<file path="src/rtl/sirv_debug_haltctrl.sv">
// sirv_debug_haltctrl
// Debug-module-side halt/resume controller. It turns one-cycle halt and
// resume commands from the DM into the level signals the core's debug CSR
// block consumes: debug interrupt, resume flag and step flag. It follows
// the core's debug-mode status to report halted/running, pulses
// acknowledges, and abandons a handshake the core never answers.
//
// Handshake semantics: halt_req_i and resume_req_i are single-cycle command
// strobes. They are acted on only in the state that accepts them (halt in
// RUNNING, resume in HALTED). Anywhere else they are dropped, not queued.
// core_dbg_mode is the core's level answer and is always sampled, so an
// unsolicited entry to debug mode (ebreak, step completion) or an
// unsolicited exit is followed from any state.

module sirv_debug_haltctrl #(
   parameter int CNT_W  = 10,
   parameter int TO_CYC = 1023
) (
   input  logic       clk,
   input  logic       rst_n,
   input  logic       halt_req_i,
   input  logic       resume_req_i,
   input  logic       step_i,
   input  logic       core_dbg_mode,
   input  logic [2:0] core_dcause,
   output logic       dbg_irq_o,
   output logic       resume_flag_o,
   output logic       step_flag_o,
   output logic       halted_o,
   output logic       busy_o,
   output logic       halt_ack_o,
   output logic       resume_ack_o,
   output logic       timeout_o,
   output logic [2:0] halt_cause_o
);

   // Terminal count and increment, sized to the counter.
   localparam logic [CNT_W-1:0] LP_TO_CNT = CNT_W'(TO_CYC);
   localparam logic [CNT_W-1:0] LP_ONE    = CNT_W'(1);
   localparam logic [CNT_W-1:0] LP_ZERO   = '0;

   typedef enum logic [1:0] {
      ST_RUNNING  = 2'd0,
      ST_HALTREQ  = 2'd1,
      ST_HALTED   = 2'd2,
      ST_RESUMING = 2'd3
   } state_t;

   state_t           r_state;
   logic [CNT_W-1:0] r_cnt;
   logic             r_dbg_irq;
   logic             r_resume_flag;
   logic             r_step_flag;
   logic             r_halted;
   logic             r_busy;
   logic             r_halt_ack;
   logic             r_resume_ack;
   logic             r_timeout;
   logic [2:0]       r_halt_cause;

   // Handshake decode. The exit conditions are checked before the timeout
   // so that an answer arriving on the terminal cycle still wins.
   logic w_core_in;
   logic w_core_out;
   logic w_cnt_done;

   assign w_core_in  = core_dbg_mode;
   assign w_core_out = ~core_dbg_mode;
   assign w_cnt_done = (r_cnt == LP_TO_CNT);

   // Single state machine; every output is a register updated with the
   // state transition that defines it, so outputs change exactly at the edge
   // where the state changes.
   always_ff @(posedge clk or negedge rst_n) begin
      if (!rst_n) begin
         r_state       <= ST_RUNNING;
         r_cnt         <= LP_ZERO;
         r_dbg_irq     <= 1'b0;
         r_resume_flag <= 1'b0;
         r_step_flag   <= 1'b0;
         r_halted      <= 1'b0;
         r_busy        <= 1'b0;
         r_halt_ack    <= 1'b0;
         r_resume_ack  <= 1'b0;
         r_timeout     <= 1'b0;
         r_halt_cause  <= 3'd0;
      end else begin
         // Pulse outputs default low; only the transition that owns them
         // raises them for one cycle.
         r_halt_ack   <= 1'b0;
         r_resume_ack <= 1'b0;
         r_timeout    <= 1'b0;

         case (r_state)
            ST_RUNNING: begin
               // Unsolicited entry beats a pending halt command.
               if (w_core_in) begin
                  r_state      <= ST_HALTED;
                  r_halted     <= 1'b1;
                  r_halt_ack   <= 1'b1;
                  r_halt_cause <= core_dcause;
                  r_step_flag  <= 1'b0;
                  r_cnt        <= LP_ZERO;
               end else if (halt_req_i) begin
                  r_state   <= ST_HALTREQ;
                  r_dbg_irq <= 1'b1;
                  r_busy    <= 1'b1;
                  r_cnt     <= LP_ZERO;
               end
            end

            ST_HALTREQ: begin
               if (w_core_in) begin
                  r_state      <= ST_HALTED;
                  r_dbg_irq    <= 1'b0;
                  r_busy       <= 1'b0;
                  r_halted     <= 1'b1;
                  r_halt_ack   <= 1'b1;
                  r_halt_cause <= core_dcause;
                  r_step_flag  <= 1'b0;
                  r_cnt        <= LP_ZERO;
               end else if (w_cnt_done) begin
                  // Core never took the interrupt: give up and drop it.
                  r_state   <= ST_RUNNING;
                  r_dbg_irq <= 1'b0;
                  r_busy    <= 1'b0;
                  r_timeout <= 1'b1;
                  r_cnt     <= LP_ZERO;
               end else begin
                  r_cnt <= r_cnt + LP_ONE;
               end
            end

            ST_HALTED: begin
               // Core leaving on its own beats a resume command.
               if (w_core_out) begin
                  r_state      <= ST_RUNNING;
                  r_halted     <= 1'b0;
                  r_resume_ack <= 1'b1;
               end else if (resume_req_i) begin
                  r_state       <= ST_RESUMING;
                  r_halted      <= 1'b0;
                  r_busy        <= 1'b1;
                  r_resume_flag <= 1'b1;
                  r_step_flag   <= step_i;
                  r_cnt         <= LP_ZERO;
               end
            end

            ST_RESUMING: begin
               if (w_core_out) begin
                  // step_flag_o is kept so a single step can complete and
                  // come back through RUNNING -> HALTED.
                  r_state       <= ST_RUNNING;
                  r_resume_flag <= 1'b0;
                  r_busy        <= 1'b0;
                  r_resume_ack  <= 1'b1;
                  r_cnt         <= LP_ZERO;
               end else if (w_cnt_done) begin
                  // Core stayed in debug mode: fall back to HALTED without
                  // treating it as a new halt (no ack, cause untouched).
                  r_state       <= ST_HALTED;
                  r_resume_flag <= 1'b0;
                  r_step_flag   <= 1'b0;
                  r_busy        <= 1'b0;
                  r_halted      <= 1'b1;
                  r_timeout     <= 1'b1;
                  r_cnt         <= LP_ZERO;
               end else begin
                  r_cnt <= r_cnt + LP_ONE;
               end
            end

            default: begin
               r_state       <= ST_RUNNING;
               r_cnt         <= LP_ZERO;
               r_dbg_irq     <= 1'b0;
               r_resume_flag <= 1'b0;
               r_step_flag   <= 1'b0;
               r_halted      <= 1'b0;
               r_busy        <= 1'b0;
            end
         endcase
      end
   end

   assign dbg_irq_o     = r_dbg_irq;
   assign resume_flag_o = r_resume_flag;
   assign step_flag_o   = r_step_flag;
   assign halted_o      = r_halted;
   assign busy_o        = r_busy;
   assign halt_ack_o    = r_halt_ack;
   assign resume_ack_o  = r_resume_ack;
   assign timeout_o     = r_timeout;
   assign halt_cause_o  = r_halt_cause;

endmodule

</file>
<file path="config.mk">
export PLATFORM = sky130hd
export DESIGN_NAME = sirv_debug_haltctrl
export DESIGN_NICKNAME = d
export VERILOG_FILES = /design/src/rtl/sirv_debug_haltctrl.sv
export SDC_FILE = /design/constraint.sdc
export NUM_CORES = 1
export LEC_CHECK = 0
export BUFFER_PORTS_ARGS = -buffer_cell sky130_fd_sc_hd__buf_2
export CAP_MARGIN = 20
export CORE_MARGIN = 2
export CORE_UTILIZATION = 58
export CTS_CLUSTER_SIZE = 24
export DETAILED_ROUTE_END_ITERATION = 10
export PLACE_DENSITY = 0.82
export SYNTH_ARGS = -nofsm -noshare
export SYNTH_HDL_FRONTEND = slang
export SYNTH_SLANG_ARGS = --single-unit
export TNS_END_PERCENT = 30
</file>
<file path="constraint.sdc">
create_clock -name clk -period 4.8 [get_ports clk]
set_input_delay 0.48 -clock clk [delete_from_list [all_inputs] [get_ports clk]]
set_output_delay 0.48 -clock clk [all_outputs]
set_load 0.01 [all_outputs]
</file>
* Word-level counts from Yosys, hierarchy flattened
Index checks and enable logic that the tools add are counted.
Word-level totals: input bits 9, word-level logic and storage cells 89, register bits 23
Cells by class: eq/ne operators 15, mux-type cells 49, reductions and logical operators 13, add/sub/neg operators 1
Operators with widths (count):
- $mux 10 | 7
- $pmux 10 s4 | 1
- $mux 1 | 26
- $reduce_and 4->1 | 5
- $mux 2 | 8
- $ne 2x2->1 const B | 6
- $ne 3x3->1 const B | 4
- $add 10x1->10 const B | 1
- $eq 10x10->1 const B | 1
- $pmux 2 s4 | 1
- $pmux 1 s2 | 3
- $pmux 1 s3 | 2
- $reduce_and 5->1 | 1
- $eq 2x2->1 const B | 2
- $pmux 1 s4 | 1
- $reduce_bool 2->1 | 2
- $reduce_or 2->1 | 2
- $reduce_and 3->1 | 1
- $eq 2x1->1 const B | 1
- $logic_not 2->1 | 1
- $ne 2x1->1 const B | 1
- $reduce_and 2->1 | 1

* Logic depth before layout (Yosys ltp)
depth in word-level cells 4, mapped depth 6, depth with buffers taken out 5

* Worst setup path after synthesis
OpenSTA, ideal clock, no wires.
kind register to register, start register r_cnt[0], end register r_cnt[3], setup time 124 ps, setup slack 3144 ps, buffers on the path 0, data arrival time 1532 ps, clock period less this slack 1656 ps, data required time 4676 ps, stages on the path, launching flop included 6, cell sequence dfrtp_1 > ha_1 > nand3_1 > o311a_4 > and3_1 > a211o_1
Between the ends: cells in the longest elaborated chain, start to end 4, elaborated cells on any way between the ends 6, those cells by class add/sub: 1; eq/ne: 1; mux: 4
RTL lines:
- from (decl) | line 50 | logic [CNT_W-1:0] r_cnt;
- from (signal assigned) | line 130 | r_cnt <= r_cnt + LP_ONE;
- from (signal assigned) | line 170 | r_cnt <= r_cnt + LP_ONE;
- $add 10x1->10 / $eq 10x10->1 (equally long branches) | line 130, 170, 69
- $mux 10 (*) | line 122, 159
- $mux 10, on equally long branches | line 151, 113
- $pmux 10 s4 (*) | line 94 | case (r_state)
Mark *: on every way between the ends. The rest lies on a longest branch, timed or not. A chain may end at the register's enable or synchronous reset.

* Worst setup path in the final report
start register r_state[0], end register r_cnt[9]
Between the ends: cells in the longest elaborated chain, start to end 3, elaborated cells on any way between the ends 9, those cells by class eq/ne: 6; mux: 1; reduce/logical: 2
RTL lines:
- from (decl) | line 49 | state_t r_state;
- from (signal assigned) | line 76 | r_state <= ST_RUNNING;
- from (signal assigned) | line 98 | r_state <= ST_HALTED;
- from (signal assigned) | line 105 | r_state <= ST_HALTREQ;
- $eq 2x2->1 / $logic_not 2->1 (equally long branches) | line 94
- $ne 2x2->1 (no source line) / $ne 3x3->1 (equally long branches)
- $reduce_and 3->1 (no source line)
Several ways; a longest one is shown, not always the timed one.

==> impl_metrics.py <==
metrics = {
    "min_path": {
        "hold_path_class": "primary input to asynchronous set/reset pin",
    },
    "cts": {
        "cts-htree-levels": 1,
        "cts_tree": "yes",
        "path_clk_slew_ns": 0.12,
        "hold_buffers": 0,
        "clkSinkCount": 23,
        "postCtsSetupBuffers": 0,
        "cts-root-buf": "clkbuf_4",
        "worstSkewPairLatency_ns": 0.31,
        "clockBufferDepth": 2,
        "cts_resized": 0,
        "cts_made_buffers": 3,
    },
    "floorplanning": {
        "dieArea_sq_mm": 0.00240,
        "row_count": 16,
        "die_x_um": 49.0,
        "coreArea_sq_mm": 0.00194,
        "die_h_um": 49.0,
        "start_util": 0.604,
        "ioPinCount": 20,
    },
    "final_layout": {
        "synthToLayoutAreaGrowth_pct": 10.4,
        "fin_cells": 157,
        "multi_input_area_sq_um": 553,
        "antenna_cells": 0,
        "drive_above_1_share": 0.262,
        "design_area_sq_mm": 0.00130,
        "nNetsFinal": 141,
        "seq_area_sq_um": 576,
        "fill_cells": 173,
    },
    "logic_synthesis": {
        "ys_warn_count": 0,
        "synth_top_area_share": 0.490,
        "synth_edf_count": 0,
        "netlist_top_cells_area": "dfrtp_1, nand3_1, o21ai_0, nand2_1, mux2_2",
        "synth.avg_cell_area_sq_um": 10.5,
        "ys_types": 40,
        "syn_inst": 112,
        "ys_seq_elements": 23,
        "synth_top_cell_by_area": "dfrtp_1",
        "ys_seq_area_frac": 0.490,
        "synthArstFlopShare": 1.00,
        "ys.flop_type": "dfrtp_1",
        "syn-num-nets": 122,
        "syn_area_sq_mm": 0.00117,
    },
    "setup_path": {
        "critPathSlowestCell": "dfrtp_1",
        "startpoint_type": "flip-flop",
        "cp.arrival_ns": 2.21,
        "cp_max_fo": 14,
        "path_class": "flip-flop to flip-flop",
        "crit_chain": "nand2b_1 > o32ai_1 > buf_2 > or4_1 > mux2i_1",
        "crit_path_end_kind": "flip-flop",
        "crit_required_ns": 5.04,
        "max_stage_delay_ns": 0.63,
    },
    "power": {
        "p_leak_uw": 0.000589,
        "powerDensity_mw_per_mm2": 306,
        "ir_worst_vdd_v": 0.000236,
    },
    "grt": {
        "antenna_found_initial": 0,
        "grt_pass1_vias": 879,
        "grt_util_all_layers": 0.216,
        "grt_pass1_wl_mm": 3.96,
        "grt_max_degree": 24,
        "gr-total-overflow": 0,
    },
    "timing": {
        "setup_tns_ns": 0,
        "clock_skew_ns": 0.00382,
        "fmax_mhz": 509,
        "slew_headroom": 0.553,
        "finalSetupViolations": 0,
        "whs_ns": 0.118,
        "hold_viol": 0,
        "drv_slew": 0,
        "post-route-min-period_ns": 1.97,
        "worst_pin_slew_ns": 0.660,
        "rsz0062_at_grt": "false",
        "fin_crit_sh": 0.410,
    },
    "placed_design": {
        "placed_area_sq_mm": 0.00126,
        "port_buffers": 19,
        "place_hpwl_mm": 1.60,
        "gp_congestion": 0.799,
        "place_inst": 152,
    },
    "drt": {
        "drt-wirelength-per-cell_um": 14.4,
        "detail-route-antenna-nets": 0,
        "dr_total_vias": 955,
        "dr.pass1.iters": 4,
        "vias_per_cell": 6.08,
        "drt-total-wl_mm": 2.26,
        "drtIter0Drc": 37,
        "drc": 0,
    },
    "run_status": {
        "status": "finished clean",
    },
    "run": {
        "cap_violations": 0,
    },
}
-- state kept, by name, summed over array words and instances, names as in the netlist --
register and count:
dbg_irq_o 1, r_state 2, halt_ack_o 1, halted_o 1
halt_cause_o 3, busy_o 1, step_flag_o 1, timeout_o 1
r_cnt 10, resume_ack_o 1, resume_flag_o 1
-- final timing paths --
kind | start | end | slack [ns] | cells past startpoint
min | rst_n | r_cnt[4]$_DFFE_PN0P_ | 0.12 | 1
max reg2reg | r_state[0]$_DFFE_PN0P_ | r_cnt[9]$_DFFE_PN0P_ | 2.83 | 5
min in group clk | core_dcause[1] | halt_cause_o[1]$_DFFE_PN0P_ | 0.39 | 2
min reg2reg | r_cnt[9]$_DFFE_PN0P_ | r_cnt[9]$_DFFE_PN0P_ | 0.51 | 1
max in group asynchronous | rst_n | halt_ack_o$_DFF_PN0_ | 4.34 | 1
max | r_state[0]$_DFFE_PN0P_ | r_cnt[9]$_DFFE_PN0P_ | 2.83 | 5
-- layout make-up --
type,instances,share of cell area
sequential,23,0.444
multi-input combinational,81,0.427
timing repair buffer,20,0.0772
tap,27,0.0261
clock buffer,4,0.0203
inverter,2,0.00579
-- cells in the final DEF, fill, tap and decap left out, drive strengths merged, types with 3 or more instances in the layout --
master / synthesis / final
o21ai: 9 / 9
or3: 3 / 3
nand3: 9 / 9
nand2: 13 / 13
dfrtp: 23 / 23
nor2b: 4 / 4
nand4: 3 / 3
buf: 2 / 20
nor3: 3 / 3
a31oi: 3 / 3
and3: 3 / 3
mux2: 3 / 3
clkbuf: 4 / 4
nor2: 3 / 3
-- synthesized netlist by cell type (all sizes together) (2+ instances only) --
cell and number:
a31oi 3, and4 2, o2bb2ai 2, o21ai 9
or4 2, nand4 3, mux2 3, dfrtp 23
or3 3, inv 2, buf 2, a22o 2
nand2 13, nor3 3, nor2 3, and3 3
nand3 9, nor2b 4, clkbuf 4, o211ai 2
-- layer usage --
layer	routed length [um]	GRT usage	up-vias
met5	0	0	-
met4	57	0.100	0
met3	108	0.0429	7
met2	1100	0.329	28
met1	996	0.299	456
li1	-	-	464
-- through the flow --
step | power [uW] | util | worst slack (ns)
global route | 417 | 0.668 | 2.75
global placement | 308 | 0.651 | 2.69
detailed placement | 310 | 0.651 | 2.60
floorplan | 282 | - | 3.14
finish | 397 | 0.668 | 2.83
CTS | 399 | 0.665 | 2.59
-- critical path: cells and delay by family, from the launching register on --
family / cells / cell delay [ns]
buffers and inverters: 1 / 0.20
DFF: 1 / 0.63
AOI/OAI and AO/OA: 1 / 0.13
muxes: 1 / 0.16
and+or+nand+nor: 2 / 0.77
-- where the power goes --
part | internal [uW] | leakage (uW) | switching [uW] | total, uW
clock network | 32.5 | 0.0000150 | 56.7 | 89.2
logic | 34.2 | 0.000280 | 43.7 | 77.9
registers | 211 | 0.000294 | 18.7 | 230
-- cells by family (layout without fill, tap and decap cells) --
kind of cell             after synthesis  count (layout)  share of synthesized area
AND/OR/NAND/NOR                       46              46                      0.215
AO/OA/AOI/OAI                         28              28                      0.177
flip-flops                            23              23                      0.490
buffers and inverters                  8              26                     0.0384
multiplexers                           4               4                     0.0373
XOR/XNOR                               2               2                     0.0309
adder cells (fa/ha/maj)                1               1                     0.0107
Power figures use the tool's default switching activity.
